===== config.mk =====
export PLATFORM = sky130hd
export DESIGN_NAME = packet_source_arbiter
export DESIGN_NICKNAME = d
export VERILOG_FILES = /design/src/rtl/packet_source_arbiter.sv
export SDC_FILE = /design/constraint.sdc
export NUM_CORES = 1
export LEC_CHECK = 0
export ABC_AREA = 1
export CORE_ASPECT_RATIO = 0.9
export CORE_MARGIN = 4
export CORE_UTILIZATION = 42
export DETAILED_ROUTE_END_ITERATION = 7
export GPL_TIMING_DRIVEN = 1
export PLACE_DENSITY = 0.83
export SYNTH_ARGS = -nofsm -noshare
export SYNTH_HDL_FRONTEND = slang
export SYNTH_SLANG_ARGS = --single-unit

===== constraint.sdc =====
create_clock -name clock -period 2.4 [get_ports clock]
set_clock_uncertainty 0.15 [all_clocks]
set_input_delay 0.36 -clock clock [delete_from_list [all_inputs] [get_ports clock]]
set_output_delay 0.36 -clock clock [all_outputs]
set_load 0.02 [all_outputs]

===== src/rtl/packet_source_arbiter.sv =====
// packet_source_arbiter: whole-packet round-robin sharing of one assembler stream with truncation at MAX_LEN
module packet_source_arbiter #(
  parameter int NUM_SRC    = 4,
  parameter int DATA_WIDTH = 32,
  parameter int MAX_LEN    = 381,
  parameter int ID_W       = 2
) (
  input  logic                          clock,
  input  logic                          reset,
  input  logic [NUM_SRC-1:0]            src_valid,
  input  logic [NUM_SRC*DATA_WIDTH-1:0] src_data,
  input  logic [NUM_SRC-1:0]            src_last,
  output logic [NUM_SRC-1:0]            src_ready,
  output logic                          asm_valid,
  output logic [DATA_WIDTH-1:0]         asm_data,
  output logic                          asm_last,
  input  logic                          asm_done,
  output logic [ID_W-1:0]               grant_id,
  output logic                          busy,
  output logic [7:0]                    trunc_count
);
  typedef enum logic [1:0] {IDLE, FORWARD, DRAIN, WAIT_DONE} state_t;
  state_t state, state_nxt;
  logic [ID_W-1:0] rr_ptr, pick;
  logic [15:0] word_cnt;
  logic found, accept, fwd, at_max, g_last;
  logic [DATA_WIDTH-1:0] g_data;
  // first requester at or after rr_ptr, wrapping
  always_comb begin
    pick = rr_ptr;
    found = 1'b0;
    for (int i = 0; i < NUM_SRC; i++)
      if (!found && src_valid[ID_W'((int'(rr_ptr) + i) % NUM_SRC)]) begin
        pick = ID_W'((int'(rr_ptr) + i) % NUM_SRC);
        found = 1'b1;
      end
  end
  assign accept = src_valid[grant_id] & src_ready[grant_id];
  assign fwd    = (state == FORWARD) & accept;
  assign g_last = src_last[grant_id];
  assign g_data = src_data[grant_id*DATA_WIDTH +: DATA_WIDTH];
  assign at_max = word_cnt == 16'(MAX_LEN - 1);
  always_ff @(posedge clock) state <= reset ? IDLE : state_nxt;
  always_comb begin
    state_nxt = state;
    case (state)
      IDLE:      state_nxt = found ? FORWARD : IDLE;
      FORWARD:   state_nxt = !accept ? FORWARD : g_last ? WAIT_DONE : at_max ? DRAIN : FORWARD;
      DRAIN:     state_nxt = (accept && g_last) ? WAIT_DONE : DRAIN;
      WAIT_DONE: state_nxt = asm_done ? IDLE : WAIT_DONE;
      default:   state_nxt = IDLE;
    endcase
  end
  always_comb begin
    src_ready = (state == FORWARD || state == DRAIN) ? NUM_SRC'(1) << grant_id : '0;
    busy = state != IDLE;
  end
  always_ff @(posedge clock) begin
    if (reset) begin
      rr_ptr      <= '0;
      word_cnt    <= '0;
      grant_id    <= '0;
      asm_valid   <= 1'b0;
      asm_data    <= '0;
      asm_last    <= 1'b0;
      trunc_count <= '0;
    end else begin
      asm_valid <= fwd;
      asm_last  <= fwd & (g_last | at_max);
      if (fwd) asm_data <= g_data;
      if (accept) word_cnt <= word_cnt + 16'd1;
      if (state == IDLE && found) begin
        grant_id <= pick;
        word_cnt <= '0;
      end
      if (fwd && at_max && !g_last && trunc_count != 8'hff) trunc_count <= trunc_count + 8'd1;
      if (state == WAIT_DONE && asm_done) rr_ptr <= (grant_id == ID_W'(NUM_SRC - 1)) ? '0 : grant_id + 1'b1;
    end
  end
endmodule


==> results.txt, run 1 <==
----------------------------------------------------
[Setup path]
  Highest cell delay on the worst timing path ... 0.40 ns
  Reg2Reg Launch Point ... state[1]$_SDFF_PP0_
  CP Capture Type ... output pin
  Cells along the critical path ... inv_1 -> ha_2 -> nand2_1 -> inv_1 -> dlygate4sd2_1
  Worst endpoint required time ... 1.89 ns
  Most used cell, CP ... inv_1
  Startpoint Class ... register
  Arrival time worst endpoint ... 1.67 ns
  Worst-path fanout max ... 7
  Slowest CP cell ... ha_2
  Crit path launch ... state[1]$_SDFF_PP0_
  Critical path start-end classification ... reg -> out

[Clock network]
  Buffer cell driving the clock tree root ... clkbuf_8
  Clock latency at the later pin of the worst-skew pair ... 0.34 ns
  Maximum level of the CTS H-tree ... 3
  Bufs on Longest Clock Path ... 2
  Clock slew at the register clock pins of the worst setup and hold paths ... 0.07 ns
  Post-CTS repair timing setup buffer count ... 0
  TritonCTS clock tree ... yes
  Number of clock sinks ... 64
  Total CTS buffers ... 9

[Drt]
  Total via count after detailed routing ... 5,091
  Post-route antenna net violation count ... 0
  Violation count after the first detailed-route iteration ... 309
  Via density per instance ... 5.287
  Remaining DRCs ... 0
  Drt pass-1 iters ... 5
  Wire length per cell ... 15.09 um
  Sum of routed wire length over all layers ... 14,530 um

[Layout]
  Area added between synthesis and finish ... 52.39%
  Share of post-route cells with drive strength above 1 ... 0.06930
  Most common cell after layout, fill and taps aside ... clkdlybuf4s50_1
  Top library cells by usage in the layout, fill and taps aside ... clkdlybuf4s50_1 (183), nand2_1 (155), nor2_1 (93), o21ai_0 (74), dfxtp_1 (63)
  Nets ... 983
  Fill cell instance count of the final layout ... 842
  Ant diodes ... 0

[Global routing]
  Maximum number of pins on one net before global-route repair ... 65
  Overall routing resource usage ... 0.2567
  Vias in the first global route ... 5,161
  Overflow left after global routing ... 0
  Wire length of the first global-routing pass ... 24,110 um
  Number of antenna violations at the first check in global routing ... 0

[Floorplanning]
  Effective utilization at floorplan ... 0.4311
  Floorplan row count ... 34
  Boundary Pins ... 188
  Core area ... 0.009657 sq mm
  Die Width ... 112.9 um
  Die Footprint ... 0.01157 sq mm
  Die span in y ... 102.4 um

[Timing]
  Final setup violation count ... 0
  Measured slew at the worst slew-check pin ... 0.5451 ns
  Relative slew margins ... 0.6366
  Timing-limited maximum frequency ... 457.8 MHz
  Setup TNS after final layout ... 0 ns
  RSZ-0062 raised after global routing ... no
  Shortest period the worst path allows ... 2.184 ns
  Hold violation count in the final report ... 0
  Final cycle utilization of the critical path ... 0.9101
  Slew Limit Fails ... 0

[Min path]
  Hold path startpoint ... asm_data[11]$_SDFFE_PP0N_
  Min-Delay Path Class ... reg -> reg

[Place]
  Count of input and output buffers ... 187
  Detailed-placement wirelength estimate ... 11,480 um
  Placer's final routability congestion estimate ... 0.9547

[Yosys]
  Synth cell types ... 33
  Yosys Warn Count ... 0
  Proportion of synthesized chip area in sequential cells ... 0.3078
  Flip-flop and latch count after synthesis ... 64
  Synthesized Nets ... 811
  Post-synthesis instance area ... 0.004163 sq mm
  Synthesized area divided by synthesized cell count ... 6.298 sq um
  Gate count of the mapped netlist ... 661

[Power and ir drop]
  PD cells ... 475.2 mW/mm^2
  Leak Pwr ... 2.423 nW
  Total power ... 0.003014 W
  VDD IR-drop max ... 0.2431 mV

[Outcome]
  Status ... finished clean

[Job]
  Number of max-cap violations ... 0

----------------------------------------------------
==> worst max-delay path: cells and delay by family (launching register included) <==
family / cells / cell delay [ns]
AND/OR/NAND/NOR: 1 / 0.07
flip-flops: 1 / 0.35
adder cells (fa/ha/maj): 1 / 0.40
buffers and inverters: 3 / 0.52
==> flip-flops by register name (all words and copies together), names as in the netlist <==
| signal | count |
|---|---|
| trunc_count | 8 |
| asm_last | 1 |
| asm_valid | 1 |
| word_cnt | 16 |
| asm_data | 32 |
| rr_ptr | 2 |
| grant_id | 2 |
| state | 2 |
==> logic make-up (layout without fill, tap and decap cells) <==
kind of cell | after synthesis | in the layout | synth area share
AO/OA/AOI/OAI | 163 | 163 | 0.2158
flip-flops | 64 | 64 | 0.3078
XOR/XNOR | 11 | 11 | 0.02314
adder cells (fa/ha/maj) | 11 | 11 | 0.03306
AND/OR/NAND/NOR | 319 | 319 | 0.3270
buffers and inverters | 93 | 269 | 0.09317
==> synth_stat cells <==
library cell,n,area share
a21boi_0,1,0.0018
a21oi_1,45,0.054
a21oi_2,7,0.015
a21oi_4,1,0.0039
a31oi_1,2,0.0030
buf_1,2,0.0018
buf_2,9,0.011
buf_4,2,0.0036
buf_6,2,0.0054
clkbuf_1,22,0.020
dfxtp_1,64,0.31
ha_1,11,0.033
inv_1,50,0.045
inv_2,4,0.0036
inv_4,2,0.0030
nand2_1,155,0.14
nand2_2,6,0.0090
nand2_4,2,0.0054
nand3_1,25,0.030
nand3_2,2,0.0048
nand3_4,1,0.0042
nand3b_1,1,0.0018
nand4_1,16,0.024
nor2_1,93,0.084
nor2_2,5,0.0075
nor3_1,11,0.013
nor3b_1,1,0.0018
o21ai_0,74,0.089
o21ai_1,1,0.0012
o22ai_1,32,0.048
or2_0,1,0.0015
xnor2_1,1,0.0021
xor2_1,10,0.021
==> metrics by stage <==
step	hold WS, ns	setup slack, ns	cells	utilization	cell area [sq um]
2_1_floorplan	0.3137	0.09975	661	-	4163
3_3_place_gp	0.3016	0.2054	948	0.6333	6116
3_5_place_dp	0.3063	0.1166	948	0.6333	6116
4_1_cts	0.3156	0.1914	963	0.6559	6334
5_1_grt	0.3419	0.02007	963	0.6569	6344
6_report	0.3154	0.2157	963	0.6569	6344
==> area by class of cell <==
class	instances	area, sq um	share of cell area
clock buffer	12	155.1	0.02446
clock inverter	3	65.06	0.01026
inverter	56	215.2	0.03393
tap	126	157.7	0.02485
multi-input combinational	504	2506	0.3951
timing repair buffer	198	1962	0.3093
sequential	64	1282	0.2022
==> path summary, 6_finish.rpt <==
path                                 endpoint  slack, ns  cells past startpoint
setup reg to reg  trunc_count[6]$_SDFFE_PP0P_       0.25                     12
setup / recovery                 src_ready[3]       0.22                      5
hold reg to reg     asm_data[11]$_SDFFE_PP0N_       0.32                      2
hold / removal      asm_data[11]$_SDFFE_PP0N_       0.32                      2
==> what timing repair did <==
action / in CTS / in global routing
hold buffers: 0 / 0
gates resized for setup: 5 / 2
pin swaps: 0 / 0
setup endpoints to repair: 4 / 4
==> routing by layer <==
| layer | wire length (um) | vias up | GRT usage |
|---|---|---|---|
| met5 | 0 | - | 0 |
| met4 | 552 | 0 | 0.1201 |
| met3 | 966 | 40 | 0.06454 |
| met2 | 7265 | 189 | 0.4608 |
| met1 | 5748 | 2333 | 0.2875 |
| li1 | - | 2529 | - |
==> report_power, final <==
part	switching [W]	internal, W	total [W]	leakage, nW
clock	0.000411	0.000635	0.00105	0.112
sequential	0.0000292	0.00110	0.00113	0.518
combinational	0.000424	0.000412	0.000837	1.79
Power figures use the tool's default switching activity.
==> inputs of run 2 (changes only) <==
CORE_UTILIZATION = 35   (was 42)
PLACE_DENSITY = 0.71   (was 0.83)
==> results.txt, run 2 (synthesized netlist as in run 1, its figures left out) <==
----------------------------------------------------
[Outcome]
  Status ... finished clean

[Power and ir drop]
  Leak Pwr ... 2.437 nW
  VDD IR-drop max ... 0.4120 mV
  PD cells ... 504.9 mW/mm^2

[Floorplanning]
  Die Footprint ... 0.01370 sq mm
  Effective utilization at floorplan ... 0.3611
  Die Width ... 123.0 um
  Core area ... 0.01153 sq mm
  Floorplan row count ... 37
  Boundary Pins ... 188
  Die span in y ... 111.5 um

[Clock network]
  Number of clock sinks ... 64
  Clock slew at the register clock pins of the worst setup and hold paths ... 0.06 ns
  Maximum level of the CTS H-tree ... 3
  Bufs on Longest Clock Path ... 2
  Buffer cell driving the clock tree root ... clkbuf_16
  Number of cells upsized or downsized after cts ... 5
  Clock latency at the later pin of the worst-skew pair ... 0.32 ns
  Number of hold buffers added after cts ... 0
  Total CTS buffers ... 9
  TritonCTS clock tree ... yes
  Post-CTS repair timing setup buffer count ... 0

[Global routing]
  Overflow left after global routing ... 0
  Overall routing resource usage ... 0.2188
  Vias in the first global route ... 5,095
  Wire length of the first global-routing pass ... 24,240 um
  Number of antenna violations at the first check in global routing ... 0
  Maximum number of pins on one net before global-route repair ... 45

[Setup path]
  Slowest CP cell ... ha_2
  Reg2Reg Launch Point ... grant_id[1]$_SDFFE_PP0P_
  Most used cell, CP ... inv_1
  Arrival time worst endpoint ... 1.71 ns
  Highest cell delay on the worst timing path ... 0.41 ns
  CP Capture Type ... output pin
  Worst endpoint required time ... 1.89 ns
  Critical register-to-register path endpoint ... trunc_count[6]$_SDFFE_PP0P_
  Startpoint Class ... register
  Worst-path fanout max ... 7
  Worst path buffer plus inverter count ... 3
  Reg2Reg Setup Slack ... 0.26 ns
  Cells on worst reg2reg path ... 10
  Critical path start-end classification ... reg -> out
  Crit-path leading delay family ... buffers and inverters
  Cells along the critical path ... inv_1 -> ha_2 -> nand2_1 -> inv_1 -> dlygate4sd2_1

[Layout]
  Registers with the highest flip-flop counts ... asm_data (32), word_cnt (16), trunc_count (8)
  Nets ... 982
  Top library cells by usage in the layout, fill and taps aside ... clkdlybuf4s50_1 (183), nand2_1 (155), nor2_1 (93), o21ai_0 (74), dfxtp_1 (63)
  Most common cell after layout, fill and taps aside ... clkdlybuf4s50_1
  Reg with most FFs ... asm_data
  Share of post-route cells with drive strength above 1 ... 0.06930
  Area added between synthesis and finish ... 54.70%
  Ant diodes ... 0
  Max reg flops ... 32
  Fill cell instance count of the final layout ... 1,098
  Area of all sequential standard cells ... 0.001282 sq mm
  Multi-input gate area in the final layout ... 0.002496 sq mm
  Post-route standard cell area excluding fillers ... 0.006440 sq mm

[Drt]
  Wire length per cell ... 14.79 um
  Violation count after the first detailed-route iteration ... 283
  Sum of routed wire length over all layers ... 14,680 um
  Via density per instance ... 5.092
  Drt pass-1 iters ... 5
  Post-route antenna net violation count ... 0
  Total via count after detailed routing ... 5,056
  Remaining DRCs ... 0

[Timing]
  Final cycle utilization of the critical path ... 0.9233
  Final setup violation count ... 0
  RSZ-0062 raised after global routing ... no
  Slew Limit Fails ... 0
  Measured slew at the worst slew-check pin ... 0.4287 ns
  Hold violation count in the final report ... 0
  Setup TNS after final layout ... 0 ns
  Timing-limited maximum frequency ... 451.3 MHz
  Shortest period the worst path allows ... 2.216 ns
  Relative slew margins ... 0.7142

[Min path]
  Min-Delay Path Class ... reg -> reg
  Hold path startpoint ... asm_data[30]$_SDFFE_PP0N_
  Hold-critical path depth ... 2
  End point of the most critical hold path ... asm_data[30]$_SDFFE_PP0N_

[Job]
  Number of max-cap violations ... 0

[Place]
  Placer's final routability congestion estimate ... 0.8960
  Detailed-placement wirelength estimate ... 11,460 um
  Count of input and output buffers ... 187
  Standard cell area after detailed placement ... 0.006146 sq mm

----------------------------------------------------
run 2: changes by cell type in the layout (fill, tap and decap cells not counted), sizes merged:
cell / change
buf: -1
inv: +1
clkbuf: -3
bufinv: -1
clkinv: +1
clkinvlp: +3
run 2: tightest hold or removal path, cell delays in order, from the launching register on:
cell and delay, ns:
dfxtp_1 0.31, nand2_1 0.06, a21oi_1 0.05
run 2: through the flow:
stage / instances / setup slack, ns / power, W / util / hold slack [ns]
2_1_floorplan: 661 / 0.09975 / 0.001576 / - / 0.3137
4_1_cts: 993 / 0.1899 / 0.003282 / 0.5587 / 0.3138
6_report: 993 / 0.1840 / 0.003251 / 0.5587 / 0.3114
3_3_place_gp: 977 / 0.1927 / 0.001980 / 0.5332 / 0.3005
3_5_place_dp: 977 / 0.1479 / 0.001993 / 0.5332 / 0.3047
5_1_grt: 993 / 0.01841 / 0.003434 / 0.5587 / 0.3309
run 2: worst max path at each step:
stage               slack [ns]  depth (start not counted)                      from                           to
CTS                       0.19                          5       state[0]$_SDFF_PP0_                 src_ready[3]
floorplan                  0.1                         11  grant_id[0]$_SDFFE_PP0P_    word_cnt[10]$_SDFFE_PP0N_
finish                    0.18                          5       state[0]$_SDFF_PP0_                 src_ready[3]
detailed placement        0.15                         10              src_valid[1]     word_cnt[6]$_SDFFE_PP0N_
global placement          0.19                         10              src_valid[1]     word_cnt[6]$_SDFFE_PP0N_
global route              0.02                          8  grant_id[1]$_SDFFE_PP0P_  trunc_count[3]$_SDFFE_PP0P_
run 2: per-layer routing:
layer  wire (um)  vias up  GRT usage
met5           0        -          0
met1        5615     2304     0.2488
met4         513        0    0.08582
met2        7323      196     0.3767
li1            -     2523          -
met3        1231       33    0.07059
run 2: area by class of cell:
cell class,count,share of cell area
sequential,64,0.1991
timing repair buffer,197,0.3035
clock buffer,9,0.03497
clock inverter,7,0.01107
inverter,56,0.03342
tap,156,0.03031
multi-input combinational,504,0.3876
run 2: where the power goes:
group / internal, W / total [W] / switching (W)
combinational: 0.000410 / 0.000837 / 0.000427
sequential: 0.00110 / 0.00113 / 0.0000295
clock: 0.000802 / 0.00128 / 0.000479
total: 0.00232 / 0.00325 / 0.000936
